[config.mk]
export PLATFORM = sky130hd
export DESIGN_NAME = wb_accel_arbiter
export DESIGN_NICKNAME = d
export VERILOG_FILES = /design/src/rtl/wb_accel_arbiter_pkg.sv /design/src/rtl/wb_arb_watchdog.sv /design/src/rtl/wb_accel_arbiter.sv
export SDC_FILE = /design/constraint.sdc
export NUM_CORES = 1
export LEC_CHECK = 0
export ABC_AREA = 0
export CELL_PAD_IN_SITES_DETAIL_PLACEMENT = 1
export CELL_PAD_IN_SITES_GLOBAL_PLACEMENT = 1
export CORE_MARGIN = 2
export CORE_UTILIZATION = 10
export CTS_BUF_LIST = sky130_fd_sc_hd__clkbuf_4 sky130_fd_sc_hd__clkbuf_8 sky130_fd_sc_hd__clkbuf_16
export CTS_CLUSTER_DIAMETER = 40
export DETAILED_ROUTE_END_ITERATION = 7
export PLACE_DENSITY_LB_ADDON = 0.08
export SLEW_MARGIN = 30
export SYNTH_ARGS = -nofsm -noshare
export SYNTH_HDL_FRONTEND = slang
export SYNTH_SLANG_ARGS = --single-unit
[constraint.sdc]
create_clock -name clock -period 1.5 [get_ports clock]
set_input_delay 0.15 -clock clock [delete_from_list [all_inputs] [get_ports clock]]
set_output_delay 0.15 -clock clock [all_outputs]
set_load 0.01 [all_outputs]
[src/rtl/wb_accel_arbiter_pkg.sv]
// wb_accel_arbiter_pkg: shared state encoding and constants for the Wishbone accelerator arbiter
package wb_accel_arbiter_pkg;
    typedef enum logic [1:0] {IDLE = 2'd0, OWN0 = 2'd1, OWN1 = 2'd2} state_t;
    localparam logic [31:0] TIMEOUT_DATA = 32'hDEADBEEF;
    localparam int TIMEOUT_DEFAULT = 255;
endpackage

[src/rtl/wb_arb_watchdog.sv]
// wb_arb_watchdog: counts stalled owned strobes and fires a one-cycle termination at TIMEOUT_CYCLES
//   clock, reset : clock and asynchronous active-high reset
//   stall        : owner strobe high while s_ack low this cycle
//   fire         : count reached TIMEOUT_CYCLES during a stall (terminate now)
//   flag         : sticky fired indicator, cleared only by reset (includes the firing cycle)
module wb_arb_watchdog
    import wb_accel_arbiter_pkg::*;
#(
    parameter int TIMEOUT_CYCLES = TIMEOUT_DEFAULT
) (
    input  logic clock,
    input  logic reset,
    input  logic stall,
    output logic fire,
    output logic flag
);
    localparam int CW = $clog2(TIMEOUT_CYCLES + 1);
    logic [CW-1:0] count;
    logic          flag_q;
    assign fire = stall && (count == CW'(TIMEOUT_CYCLES));
    assign flag = flag_q | fire;
    always_ff @(posedge clock or posedge reset) begin
        if (reset) begin
            count  <= '0;
            flag_q <= 1'b0;
        end else begin
            count  <= (stall && !fire) ? count + CW'(1) : '0;
            flag_q <= flag_q | fire;
        end
    end
endmodule

[src/rtl/wb_accel_arbiter.sv]
// wb_accel_arbiter: round-robin two-master Wishbone arbiter onto one accelerator slave (optional watchdog: ARB_TIMEOUT_EN)
//   clock, reset           : clock and asynchronous active-high reset
//   m0_* / m1_*            : requester cyc, stb, we, sel, addr, data_wr in; ack, data_rd out
//   s_*                    : shared slave bus out; s_ack, s_data_rd in
//   grant                  : one-hot owner {m1,m0}, 00 when idle
//   timeout_flag           : sticky watchdog indicator (tied 0 without ARB_TIMEOUT_EN)
module wb_accel_arbiter
    import wb_accel_arbiter_pkg::*;
#(
    parameter int TIMEOUT_CYCLES = TIMEOUT_DEFAULT
) (
    input  logic        clock,
    input  logic        reset,
    input  logic        m0_cyc,
    input  logic        m0_stb,
    input  logic        m0_we,
    input  logic [3:0]  m0_sel,
    input  logic [27:0] m0_addr,
    input  logic [31:0] m0_data_wr,
    output logic        m0_ack,
    output logic [31:0] m0_data_rd,
    input  logic        m1_cyc,
    input  logic        m1_stb,
    input  logic        m1_we,
    input  logic [3:0]  m1_sel,
    input  logic [27:0] m1_addr,
    input  logic [31:0] m1_data_wr,
    output logic        m1_ack,
    output logic [31:0] m1_data_rd,
    output logic        s_cyc,
    output logic        s_stb,
    output logic        s_we,
    output logic [3:0]  s_sel,
    output logic [27:0] s_addr,
    output logic [31:0] s_data_wr,
    input  logic        s_ack,
    input  logic [31:0] s_data_rd,
    output logic [1:0]  grant,
    output logic        timeout_flag
);
    state_t state, state_next;
    logic   last_owner, last_next;
    logic   req0, req1, own0, own1, fire;
    assign req0 = m0_cyc & m0_stb;
    assign req1 = m1_cyc & m1_stb;
    assign own0 = (state == OWN0);
    assign own1 = (state == OWN1);
    always_ff @(posedge clock or posedge reset) begin
        if (reset) begin
            state      <= IDLE;
            last_owner <= 1'b1;
        end else begin
            state      <= state_next;
            last_owner <= last_next;
        end
    end
    // last_owner: 1 means m1 owned last, so m0 wins the next tie
    always_comb begin
        state_next = state;
        last_next  = last_owner;
        case (state)
            IDLE: begin
                if (req0 && (!req1 || last_owner)) begin
                    state_next = OWN0;
                    last_next  = 1'b0;
                end else if (req1) begin
                    state_next = OWN1;
                    last_next  = 1'b1;
                end
            end
            OWN0:    state_next = (!m0_cyc || fire) ? IDLE : OWN0;
            OWN1:    state_next = (!m1_cyc || fire) ? IDLE : OWN1;
            default: state_next = IDLE;
        endcase
    end
    assign grant      = {own1, own0};
    assign s_cyc      = ((own0 & m0_cyc) | (own1 & m1_cyc)) & ~fire;
    assign s_stb      = ((own0 & m0_stb) | (own1 & m1_stb)) & ~fire;
    assign s_we       = (own0 & m0_we) | (own1 & m1_we);
    assign s_sel      = own0 ? m0_sel : own1 ? m1_sel : '0;
    assign s_addr     = own0 ? m0_addr : own1 ? m1_addr : '0;
    assign s_data_wr  = own0 ? m0_data_wr : own1 ? m1_data_wr : '0;
    assign m0_ack     = own0 & (s_ack | fire);
    assign m1_ack     = own1 & (s_ack | fire);
    assign m0_data_rd = !own0 ? '0 : fire ? TIMEOUT_DATA : s_data_rd;
    assign m1_data_rd = !own1 ? '0 : fire ? TIMEOUT_DATA : s_data_rd;
    if (TIMEOUT_CYCLES < 1) begin : g_bad_timeout
        $error("TIMEOUT_CYCLES must be at least 1");
    end
`ifdef ARB_TIMEOUT_EN
    logic stall;
    assign stall = ((own0 & m0_cyc & m0_stb) | (own1 & m1_cyc & m1_stb)) & ~s_ack;
    wb_arb_watchdog #(.TIMEOUT_CYCLES(TIMEOUT_CYCLES)) u_watchdog (
        .clock(clock),
        .reset(reset),
        .stall(stall),
        .fire(fire),
        .flag(timeout_flag)
    );
`else
    assign fire         = 1'b0;
    assign timeout_flag = 1'b0;
`endif
endmodule

==> results by group <==
Outcome
  – Run status: finished with violations
  – Failing checks: setup timing

STA
  – RSZ-0062 raised after global routing: true
  – Final setup fails: 133
  – Setup TNS: -13.86 ns
  – FMAX: 588 MHz
  – Max-slew violation count: 0
  – Setup Skew: 0.000288 ns
  – Final Hold Fails: 0
  – Setup slack after layout: -0.200 ns
  – Fin crit period: 1.70 ns
  – Fin crit share: 1.13

Power and ir drop
  – P_leak: 2.33 nW
  – Total power: 2.65 mW
  – P per Cell Area: 544 nW/um2
  – Peak supply drop: 0.400 mV

Route
  – Routed vias/inst: 3.99
  – Remaining DRCs: 0
  – Routed Wire Length: 12500 um
  – Final ANT Viol Nets: 0
  – First-pass DRT Iterations: 3
  – Drt wl/cell: 18.3 um
  – DR iter-0 viols: 26
  – Vias: 2731

Setup path
  – Cell with the largest stage delay on the worst path: dfrtp_1
  – CP arrival: 1.55 ns
  – Cell repeated most along the worst path: buf_12
  – Crit start category: flop
  – Levels on crit path: 6
  – Top Family by Delay on Critical Path: buffers and inverters
  – Worst R2R Path Depth: 4
  – CP Class: flop to primary output
  – Slowest stage delay, CP: 0.41 ns
  – Worst Path Required: 1.35 ns
  – Worst setup path start: state[0]$_DFFE_PP0P_
  – Cells along the critical path: nor2b_4 -> buf_12 -> buf_12 -> buf_8 -> a22o_1 -> buf_2
  – CP endpoint kind: primary output
  – Crit path buf inv count: 4
  – Setup slack, reg-to-reg: 0.29 ns
  – R2r endpoint: state[0]$_DFFE_PP0P_
  – Worst r2r src: state[0]$_DFFE_PP0P_
  – Worst Setup EP: s_data_wr[18]
  – Crit path max fanout: 7

CTS
  – CTS clock-pin slew for the worst setup and hold paths: 0.03 ns
  – Root Driver: clkbuf_16
  – Hold_buf cts: 0
  – Worst-Skew Late Latency: 0.23 ns
  – CTS tree: built
  – CTS Buf Count: 3
  – CTS sink count: 3
  – H-tree Lvls: 1
  – Longest Clk Path Bufs: 2

Finish
  – Area Overhead vs Synth: 228%
  – Fill cell count: 1718
  – Fin nets: 670
  – Antenna cells: 0
  – Area of the multi-input gates: 1170 um2
  – Reg area: 76.3 um2
  – Final instance area: 4870 um2
  – Share of cells above drive strength 1: 0.428
  – Finished Layout Cells: 684
  – Final core utilization: 0.335

Synth
  – Unique masters post-synth: 19
  – Asr flop ratio synth: 1.00
  – Prevailing post-synth register cell: dfrtp_1
  – Post-synth EDFFs: 0
  – Syn_nets: 344
  – Mapped Cells: 175
  – Synthesized area per cell: 8.47 um2
  – Post-Syn Area: 1480 um2
  – Yosys warns: 0
  – Register area share after synthesis: 0.0515
  – Yosys reg bits: 3

Floorplanning
  – Initial Util: 0.102
  – Die X: 126 um
  – Die ar.: 15800 um2
  – Number of cell rows: 44
  – Core Region: 14500 um2
  – I/O pin total: 305
  – DIE HEIGHT: 126 um

GRT
  – Global-route wire length before repair: 17300 um
  – Largest net degree at the start of global routing: 23
  – GRT Total Usage: 0.140
  – GRT Residual Overflow: 0
  – Vias in the first global route: 2868
  – Initial antenna violation count: 1

Placed design
  – Port-buffer cells: 303
  – HPWL after DPL: 8910 um
  – Cells after DPL: 649
  – RD Place Congestion: 0.762
  – Placed inst area: 4590 um2

Hold path
  – Hold Crit Class: input pin to async pin

Run
  – Max cap viols: 0
==> stage by stage <==
stage | hold WS, ns | setup WS [ns]
after floorplan | -0.0971 | 0.243
after global placement | 0.336 | -0.304
after detailed placement | 0.354 | -0.319
after CTS | 0.115 | -0.230
after global routing | 0.122 | -0.249
final | 0.106 | -0.200
==> metal layers <==
| layer | global-route usage | vias to the layer above | part of all wire |
|---|---|---|---|
| met1 | 0.146 | 1264 | 0.36 |
| met5 | 0 | - | 0 |
| met2 | 0.283 | 150 | 0.55 |
| met4 | 0.0278 | 0 | 0.018 |
| li1 | - | 1302 | - |
| met3 | 0.0319 | 15 | 0.074 |
==> synth_stat cells (2+ instances only) <==
cell type,number,share of area
dfrtp_1,2,0.034
buf_4,3,0.015
buf_8,6,0.061
a22o_1,68,0.40
nor2_1,2,0.0051
and2_1,66,0.28
buf_6,14,0.11
inv_1,2,0.0051
nor2b_4,2,0.019
==> state kept, by name (all words and copies together) (netlist names) <==
name	count
last_owner	1
state	2
==> final cells by class <==
| class | count | area share |
|---|---|---|
| timing repair buffer | 346 | 0.677 |
| multi-input combinational | 145 | 0.241 |
| tap | 184 | 0.0473 |
| clock buffer | 4 | 0.0170 |
| sequential | 3 | 0.0157 |
| inverter | 2 | 0.00154 |
==> cell families after synthesis <==
group           synth area share
simple gates               0.340
compound gates             0.402
buf+inv                    0.204
flops                     0.0515
other cells              0.00253
==> worst min path at each step <==
stage,startpoint,endpoint,slack (ns),cells after the start
global placement,reset,state[0]$_DFFE_PP0P_,0.34,2
finish,reset,state[0]$_DFFE_PP0P_,0.11,2
CTS,reset,state[0]$_DFFE_PP0P_,0.12,2
detailed placement,reset,state[0]$_DFFE_PP0P_,0.35,2
floorplan,reset,state[0]$_DFFE_PP0P_,-0.1,1
global route,reset,state[0]$_DFFE_PP0P_,0.12,2
==> cells in the final DEF, fill, tap and decap left out, types with 2 or more instances in the layout <==
cell type,synthesis,final
dfrtp_1,2,2
clkdlybuf4s50_1,0,168
nor2_1,2,2
and2_1,66,38
a22o_1,68,68
buf_16,0,4
buf_12,1,13
inv_1,2,2
clkbuf_16,0,9
buf_8,6,3
buf_2,1,98
and2_4,0,28
buf_4,3,11
buf_6,14,42
nor2b_4,2,2
==> power by group <==
group / switching, mW / total, mW / internal [mW] / leakage, nW
registers: 0.0150 / 0.120 / 0.105 / 0.0366
clock network: 0.0814 / 0.451 / 0.369 / 0.0416
logic: 0.788 / 2.08 / 1.29 / 2.25
total: 0.885 / 2.65 / 1.76 / 2.33
==> timing repair <==
item                                   in CTS  in global routing
setup buffers                              18                  2
endpoints found under the hold margin       0                  0
setup endpoints to repair                 135                135
gates resized for setup                   579                 65
gates cloned                                7                  8
pin swaps                                   9                 35
Note: power is estimated with default switching activity, not from simulation.
